### config.mk
export PLATFORM = sky130hd
export DESIGN_NAME = stopwatch_ctrl
export DESIGN_NICKNAME = d
export VERILOG_FILES = /design/src/rtl/stopwatch_ctrl.sv
export SDC_FILE = /design/constraint.sdc
export NUM_CORES = 1
export LEC_CHECK = 0
export ABC_AREA = 1
export BUFFER_PORTS_ARGS = -buffer_cell sky130_fd_sc_hd__buf_2
export CORE_ASPECT_RATIO = 1.1
export CORE_MARGIN = 2
export CORE_UTILIZATION = 45
export DETAILED_ROUTE_END_ITERATION = 10
export PLACE_DENSITY = 0.8
export SETUP_SLACK_MARGIN = 0.05
export SLEW_MARGIN = 10
export SYNTH_ARGS = -nofsm -noshare
export SYNTH_HDL_FRONTEND = slang
export SYNTH_SLANG_ARGS = --single-unit
### constraint.sdc
create_clock -name clk -period 1.3 [get_ports clk]
set_input_delay 0.13 -clock clk [delete_from_list [all_inputs] [get_ports clk]]
set_output_delay 0.13 -clock clk [all_outputs]
set_load 0.01 [all_outputs]
### src/rtl/stopwatch_ctrl.sv
// Stopwatch run/pause/lap/clear controller.
// Divides clk into a count tick, ripples that tick through a chain of BCD
// digit counters as per-digit enables, and issues the counters' clear pulse,
// the lap display-hold flag and a sticky overflow flag.
//
// Button interface: btn_start_stop and btn_lap_clear are single-cycle pulses,
// already debounced and synchronised. Each high cycle is one press, consumed
// on the next rising clk edge; no acknowledge is returned. Outputs depend on
// buttons only through registers.
module stopwatch_ctrl #(
    parameter int CLK_DIV = 100000,
    parameter int NDIG    = 4,
    localparam int DIV_W  = $clog2(CLK_DIV)
) (
    input  logic              clk,
    input  logic              reset_n,
    input  logic              btn_start_stop,
    input  logic              btn_lap_clear,
    input  logic [4*NDIG-1:0] digits,
    output logic [NDIG-1:0]   cnt_enable,
    output logic              cnt_reset,
    output logic              display_hold,
    output logic              overflow,
    output logic [1:0]        state
);

    typedef enum logic [1:0] {
        IDLE  = 2'b00,
        RUN   = 2'b01,
        PAUSE = 2'b10,
        LAP   = 2'b11
    } state_t;

    localparam logic [DIV_W-1:0] PRESC_MAX = DIV_W'(CLK_DIV - 1);

    state_t           state_q;
    state_t           state_d;
    logic             clear_act;
    logic [DIV_W-1:0] prescaler;
    logic             running;
    logic             tick;
    logic             all_nines;

    assign state = state_q;

    // State register; display_hold is registered alongside so it tracks LAP exactly.
    always_ff @(posedge clk or negedge reset_n) begin
        if (!reset_n) begin
            state_q      <= IDLE;
            display_hold <= 1'b0;
        end else begin
            state_q      <= state_d;
            display_hold <= (state_d == LAP);
        end
    end

    // Next-state logic; start_stop has priority over lap_clear when both pulse.
    always_comb begin
        state_d   = state_q;
        clear_act = 1'b0;
        case (state_q)
            IDLE: begin
                if (btn_start_stop) begin
                    state_d = RUN;
                end else if (btn_lap_clear) begin
                    clear_act = 1'b1;
                end
            end
            RUN: begin
                if (btn_start_stop) begin
                    state_d = PAUSE;
                end else if (btn_lap_clear) begin
                    state_d = LAP;
                end
            end
            LAP: begin
                if (btn_start_stop) begin
                    state_d = PAUSE;
                end else if (btn_lap_clear) begin
                    state_d = RUN;
                end
            end
            PAUSE: begin
                if (btn_start_stop) begin
                    state_d = RUN;
                end else if (btn_lap_clear) begin
                    state_d   = IDLE;
                    clear_act = 1'b1;
                end
            end
            default: state_d = IDLE;
        endcase
    end

    // Output logic: count tick and ripple-carry enables, suppressed during counter clear.
    always_comb begin
        logic carry;
        running    = (state_q == RUN) || (state_q == LAP);
        tick       = running && (prescaler == PRESC_MAX);
        cnt_enable = '0;
        carry      = 1'b1;
        for (int i = 0; i < NDIG; i++) begin
            cnt_enable[i] = tick && carry && !cnt_reset;
            carry         = carry && (digits[4*i +: 4] == 4'd9);
        end
        all_nines = carry;
    end

    // Prescaler, counter clear pulse and sticky overflow.
    // The prescaler holds while paused/idle so a resume keeps sub-tick phase.
    always_ff @(posedge clk or negedge reset_n) begin
        if (!reset_n) begin
            prescaler <= '0;
            cnt_reset <= 1'b1;
            overflow  <= 1'b0;
        end else begin
            cnt_reset <= clear_act;
            if (clear_act) begin
                prescaler <= '0;
                overflow  <= 1'b0;
            end else begin
                if (running) begin
                    if (prescaler == PRESC_MAX) begin
                        prescaler <= '0;
                    end else begin
                        prescaler <= prescaler + 1'b1;
                    end
                end
                if (tick && all_nines) begin
                    overflow <= 1'b1;
                end
            end
        end
    end

endmodule

* Word level (Yosys, flattened, before mapping)
Cells that the tools add are included.
** Operators by class
- Add/sub/neg operators :: 1
- Equality and inequality tests :: 9
- Mux-type cells :: 16
- Reduce and logical (&&, ||, !) cells :: 18
** Operators with widths (number)
- 17-bit 2-to-1 mux :: 3
- 17-bit by 1-bit adder with 17-bit output (second input constant) :: 1
- 17-bit == test (second input constant) :: 1
- 4-bit == test (second input constant) :: 4
- 2-bit 2-to-1 mux :: 7
- 1-bit logical AND :: 12
- 2-bit case mux with 4 select lines :: 1
- 2-bit == test (second input constant) :: 3
- 1-bit 2-to-1 mux :: 5
- 2-bit nonzero test :: 2
- 2-bit by 1-bit == test with 1-bit output (second input constant) :: 1
- 2-bit zero test :: 1
- 2-bit OR reduction :: 1
- 1-bit zero test :: 1
- 1-bit logical OR :: 1
** Word-level totals
- Flip-flop bits (word level) :: 22
- Input port bits :: 20
- Output and inout bits :: 9
- Word-level logic and storage cells :: 49

* Depth between registers and ports, before layout
Gate-level depths: netlist of run 1.
- Word-level depth :: 7
- Gate-level depth with buffers :: 9
- Mapped depth without buffers :: 9

* Worst setup path after synthesis of run 1
OpenSTA, ideal clock, no wires.
- Path kind :: register to output
- Start :: reg prescaler[0]
- End :: out cnt_enable[3]
- Arrival :: 1.227 ns
- Data required time :: 1.170 ns
- Path slack :: -0.057 ns
- Cell stages (with the launch flop) :: 8
- Buffers on the path :: 0
- Cells stage by stage :: dfrtp_1 ha_1 nand2_1 nor2_2 nand2_1 nor2_1 nand4_1 nor2_1
** Between the ends
- Longest elaborated chain between the ends :: 4
** Ends and longest elaborated chain
- start, declared :: line 39 : logic [DIV_W-1:0] prescaler;
- start signal, assigned :: line 126 : prescaler <= prescaler + 1'b1;
- 17-bit == test :: line 99 : tick = running && (prescaler == PRESC_MAX);
- 1-bit logical AND :: line 99
- 1-bit logical AND (2 in series) :: line 103 : cnt_enable[i] = tick && carry && !cnt_reset;
- end, declared :: line 20 : output logic [NDIG-1:0] cnt_enable,
Every way passes these cells.

* Worst setup path after layout of run 1
- Start :: reg prescaler[1]
- End :: out cnt_enable[3]
The elaborated chain is that of the path after synthesis.

==> flow_summary.yaml, run 1 <==
grt:
  grtUsageTotal: 0.237
  grt_pass1_vias: 1660
  grt_pass1_wl_um: 7020
  antenna_found_initial: 0
  gr-total-overflow: 0
  grt_max_degree: 23
timing:
  maxSlewHeadroom: 0.668
  period_share: 1.32
  worstMarginPinSlew_ns: 0.498
  period_minus_slack_ns: 1.72
  max_freq_mhz: 581
  whs_ns: 0.0834
  fin_ws_ns: -0.422
  setup_viol: 22
  rsz0062_at_grt: "true"
  skew_ns: 0.00312
  finalMaxSlewViolations: 0
  final-hold-violation-count: 0
drt:
  wl_um: 4250
  vias_per_cell: 5.19
  wl_met1_um: 1720
  dr.pass1.iters: 4
  antenna_left: 0
  drtIter0Drc: 96
  drc_errors: 0
  wire_per_inst_um: 13.2
  vias: 1676
  route.met2.wl_um: 2120
  highest_layer: "met4"
  route.met3.wl_um: 206
floorplan:
  core_mm2: 0.00310
  num_rows: 21
  die_x_um: 59.0
  dieArea_mm2: 0.00381
  start_util: 0.483
  num_io_pins: 29
  die_h_um: 64.5
hold_path:
  hold_path_class: "in2reg"
  holdCritStartpoint: "btn_lap_clear"
  hold_path_depth: 3
  timing.hold.worst_endpoint: "state[1]"
setup_path:
  r2r-start: "prescaler[1]"
  slowest_delay_ns: 0.38
  required_ns: 1.17
  cp-start-kind: "register"
  crit_fanout: 2
  crit_slowest_cell: "dfrtp_1"
  crit_path_end_kind: "primary output"
  worst-setup-path-type: "reg2out"
  crit_chain: "ha_2, nand2_2, nor2_4, nand2_2, nor2_2, nand4_1, nor2_2, buf_2"
  worstRegToRegCells: 11
  r2r_end: "prescaler[15]"
  arrival_ns: 1.59
  crit_buf_inv: 1
  cp_top_family: "simple AND/OR/NAND/NOR gates"
  r2r_slack_ns: -0.32
  cp_num_cells: 8
synth:
  ys_seq_elements: 22
  synth_simple_gate_area_frac: 0.422
  ys_top_cells_by_area: "dfrtp_1 (35%), nand2_1 (17%), nor2_1 (11%)"
  yosysWarnings: 0
  synth.mux.area_fraction: 0
  ys_seq_area_frac: 0.368
  synth_top_area_frac: 0.351
  synth_edf_count: 0
  synthFlopType: "dfrtp_1"
  syn_inst: 228
  yosys-top-cells-count: "nand2_1 (69), nor2_1 (42), inv_1 (30)"
  yosys.area_share.xor_xnor: 0.0292
  synth_compound_area_frac: 0.0643
  yosysMostFrequentCell: "nand2_1"
  yosysTopAreaCell: "dfrtp_1"
  netlist_area_mm2: 0.00150
  synth_cell_type_count: 27
  synth-adder-area-share: 0.00835
  syn_nets: 249
  synth-async-reset-ratio: 1.00
  syn_area_per_cell_um2: 6.57
  synth_top_family_by_area: "simple AND/OR/NAND/NOR gates"
cts:
  cts_sinks: 22
  cts_tree: "done"
  clock_latency_ns: 0.32
  cts_root_buffer: "clkbuf_4"
  numCtsBuffers: 3
  clk_pin_slew_ns: 0.12
  cts.htree.levels: 1
  cts_buffer_depth: 2
final_layout:
  final_core_util: 0.644
  area_growth_pct: 33.3
  final_area_mm2: 0.00200
  num_antenna_cells: 0
  drive_gt1_frac: 0.336
  nNetsFinal: 311
  stdcell_count: 323
  fill_cells: 255
pwr:
  power.density_mw_per_mm2: 1330
  ir_drop_mv: 0.753
  p_leak_nw: 0.994
  finalPower_mw: 2.66
placed_design:
  hpwl_um: 3020
  dp_cells: 313
  portBuffers: 28
  place_area_mm2: 0.00187
  gp_congestion: 0.938
flow_run:
  cap_violations: 0
status:
  status: "complete, but fails checks"
  violations: "setup timing"
-- registers in the layout, indices dropped and copies added (netlist names) --
name and cells:
cnt_reset 1, state 2, overflow 1, display_hold 1
prescaler 17
-- area by class of cell --
| class | count | area, um2 | area share |
|---|---|---|---|
| inverters | 31 | 116 | 0.0583 |
| multi-input cells | 169 | 852 | 0.427 |
| well taps | 34 | 42.5 | 0.0213 |
| flip-flops and latches | 22 | 554 | 0.278 |
| repair buffers | 63 | 405 | 0.203 |
| clock buffers | 4 | 26.3 | 0.0132 |
-- layout by cell type (no fill, tap or decap) --
cell	synthesis	layout
nand2_1	69	65
buf_4	4	34
nor2_1	42	32
inv_1	30	28
buf_2	0	28
dfrtp_1	21	19
nor2_2	5	11
nand4_1	10	10
nand3_1	11	10
o21ai_1	1	7
nand2_2	2	5
o21ai_0	11	5
nor2_4	0	4
xor2_1	4	4
inv_2	1	3
nand3_2	2	3
clkbuf_4	0	3
o22ai_1	2	2
nor3_1	2	2
nand2_4	1	2
dfrtp_2	0	2
o31ai_1	1	1
and2_1	1	1
or2_1	1	1
o2111ai_1	1	1
xnor2_1	1	1
o21bai_1	1	1
ha_2	0	1
clkbuf_1	0	1
dfstp_2	1	1
dlygate4sd3_1	0	1
-- worst min-delay path, delay by kind of cell --
family,cells,cell delay [ns]
simple gates,1,0.06
compound gates,1,0.08
buf+inv,1,0.10
-- worst max-delay path by stage --
stage	from	endpoint
floorplan	prescaler[0]	cnt_enable[1]
global placement	prescaler[0]	cnt_enable[3]
detailed placement	prescaler[0]	prescaler[16]
CTS	prescaler[1]	cnt_enable[3]
global route	prescaler[1]	cnt_enable[3]
finish	prescaler[1]	cnt_enable[3]
-- per-stage QoR --
step                worst slack (ns)  setup TNS [ns]
floorplan                    -0.0149         -0.0385
global placement             -0.0783          -0.369
detailed placement            -0.111          -0.733
CTS                           -0.422           -3.18
global route                  -0.499           -7.15
finish                        -0.422           -5.00
-- layer usage --
| metal | track usage | vias up |
|---|---|---|
| met4 | 0.122 | 0 |
| li1 | - | 840 |
| met3 | 0.0299 | 21 |
| met1 | 0.284 | 751 |
| met2 | 0.407 | 64 |
| met5 | 0 | - |
-- logic make-up after synthesis --
| group | Yosys count |
|---|---|
| fa+ha+maj | 1 |
| compound gates | 17 |
| xor+xnor | 5 |
| flops | 22 |
| simple gates | 146 |
| buf+inv | 37 |
-- report_power, final --
group | leakage (nW) | internal, mW | switching (mW)
sequential | 0.282 | 0.875 | 0.211
combinational | 0.697 | 0.584 | 0.648
clock | 0.0150 | 0.120 | 0.217
total | 0.994 | 1.58 | 1.08
-- repair_timing --
action | CTS | global route
hold buffers | 1 | 0
resized for setup | 13 | 11
endpoints found under the setup margin | 21 | 22
endpoints found under the hold margin | 21 | 0
pin swaps | 2 | 7
buffers inserted | 3 | 4
Note: power is estimated with default switching activity, not from simulation.
==> run 2, diff against run 1 <==
- PLACE_DENSITY: 0.8 -> 0.78
==> run 2 against run 1 <==
  * Critical endpoint unchanged
  * The flow still finishes with violations (setup timing)
  * Global-route usage fell by 1.8 points
  * Via count fell by 2.1%
  * Hold slack lost 0.028 ns
  * Power is 5.4% higher
  * Setup slack worse by 0.060 ns
  * Routed wire length fell by 5.1%
  * Sequential share of layout area is 1.6 points lower
  * Highest routed layer unchanged
==> flow_summary.yaml, run 2 (synthesis gave the netlist of run 1 again) <==
final_layout:
  fill_cells: 248
  final_area_mm2: 0.00211
  largest_register_ffs: 17
  final_common_cell: "nand2_1"
  area_growth_pct: 40.9
  final_cell_mix: "nand2_1 (66), buf_4 (32), nor2_1 (30)"
  num_antenna_cells: 0
  nNetsFinal: 314
  drive_gt1_frac: 0.356
  top_register: "prescaler"
drt:
  drtIter0Drc: 55
  wire_per_inst_um: 12.4
  wl_um: 4040
  vias: 1640
  dr.pass1.iters: 4
  vias_per_cell: 5.03
  antenna_left: 0
  drc_errors: 0
timing:
  worstMarginPinSlew_ns: 0.488
  finalMaxSlewViolations: 0
  rsz0062_at_grt: "true"
  max_freq_mhz: 561
  setup_viol: 20
  final-hold-violation-count: 0
  period_minus_slack_ns: 1.78
  maxSlewHeadroom: 0.675
  period_share: 1.37
  skew_ns: 0.00152
  whs_ns: 0.0555
  setup-tns-final_ns: -3.65
  fin_ws_ns: -0.482
cts:
  clk_pin_slew_ns: 0.12
  numCtsBuffers: 3
  cts_root_buffer: "clkbuf_4"
  cts_tree: "done"
  clock_latency_ns: 0.32
  cts.htree.levels: 1
  cts_buffer_depth: 2
  cts_sinks: 22
setup_path:
  required_ns: 1.17
  r2r_end: "prescaler[14]"
  setup.worst_path.start: "prescaler[5]"
  r2r-start: "prescaler[8]"
  r2r_slack_ns: -0.21
  worst-setup-path-type: "reg2out"
  worstRegToRegCells: 7
  crit_fanout: 4
  worstSetupEndpoint: "cnt_enable[3]"
  cp-start-kind: "register"
  arrival_ns: 1.65
  crit_path_end_kind: "primary output"
grt:
  grtUsageTotal: 0.219
  grt_util_met3: 0.0180
  antenna_found_initial: 0
  grt_pass1_wl_um: 6600
  gr-total-overflow: 0
  top_usage_layer: "met2"
  grtUsageMet1: 0.281
  grt_pass1_vias: 1530
  global_route.usage.met2: 0.385
  grt_max_degree: 23
placed_design:
  portBuffers: 28
  place_area_mm2: 0.00189
  hpwl_um: 2770
  gp_congestion: 0.905
floorplan:
  die_h_um: 64.5
  start_util: 0.483
  num_rows: 21
  dieArea_mm2: 0.00381
  die_x_um: 59.0
  num_io_pins: 29
  core_mm2: 0.00310
status:
  status: "complete, but fails checks"
  violations: "setup timing"
pwr:
  power.density_mw_per_mm2: 1330
  p_leak_nw: 1.01
  ir_drop_mv: 0.914
hold_path:
  hold_path_class: "in2reg"
  hold_path_depth: 3
flow_run:
  cap_violations: 0
## run 2: changes by cell type in the layout (fill, tap and decap cells not counted), sizes merged
cell   change
buf        +2
nand2      +1
## run 2: worst min path at each step
stage	from	end	slack, ns
floorplan	reset_n	display_hold	-0.17
global placement	reset_n	prescaler[7]	0.13
detailed placement	reset_n	prescaler[7]	0.13
CTS	btn_lap_clear	state[1]	0.06
global route	btn_lap_clear	state[1]	0.08
finish	btn_lap_clear	state[1]	0.06
## run 2: final cells by class
type	instances	area (um2)	share of cell area
clock buffers	4	36.3	0.0172
multi-input cells	170	921	0.437
flip-flops and latches	22	552	0.262
inverters	31	116	0.0552
well taps	34	42.5	0.0202
repair buffers	65	442	0.209
## run 2: critical path: stages, from the launching register on
cell	delay, ns
dfrtp_1	0.44
nor2_1	0.11
nand2_1	0.09
nor2_1	0.13
nand2_1	0.08
nor2_2	0.13
nand4_1	0.13
nor2_2	0.09
buf_2	0.13
## run 2: routing by layer
metal | up-vias | part of all wire
li1 | 839 | -
met1 | 737 | 0.43
met2 | 53 | 0.51
met3 | 11 | 0.047
met4 | 0 | 0.019
met5 | - | 0
## run 2: per-stage QoR
stage / instances / util / power [mW] / setup slack [ns]
2_1_floorplan: 228 / - / 1.68 / -0.0149
3_3_place_gp: 316 / 0.611 / 2.14 / -0.0986
3_5_place_dp: 316 / 0.611 / 2.15 / -0.166
4_1_cts: 324 / 0.648 / 2.63 / -0.472
5_1_grt: 326 / 0.680 / 3.01 / -0.558
6_report: 326 / 0.680 / 2.80 / -0.482
## run 2: timing repair
action | in CTS | in global routing
setup buffers | 2 | 3
endpoints found under the hold margin | 21 | 0
pin swaps | 6 | 11
hold buffers | 1 | 0
cloned | 1 | 0
endpoints found under the setup margin | 21 | 22
resized for setup | 9 | 26
## run 2: where the power goes
part	internal (mW)	switching (mW)	total, mW	leakage (nW)
combinational	0.638	0.665	1.30	0.707
sequential	0.872	0.231	1.10	0.285
clock	0.172	0.222	0.394	0.0210
total	1.68	1.12	2.80	1.01
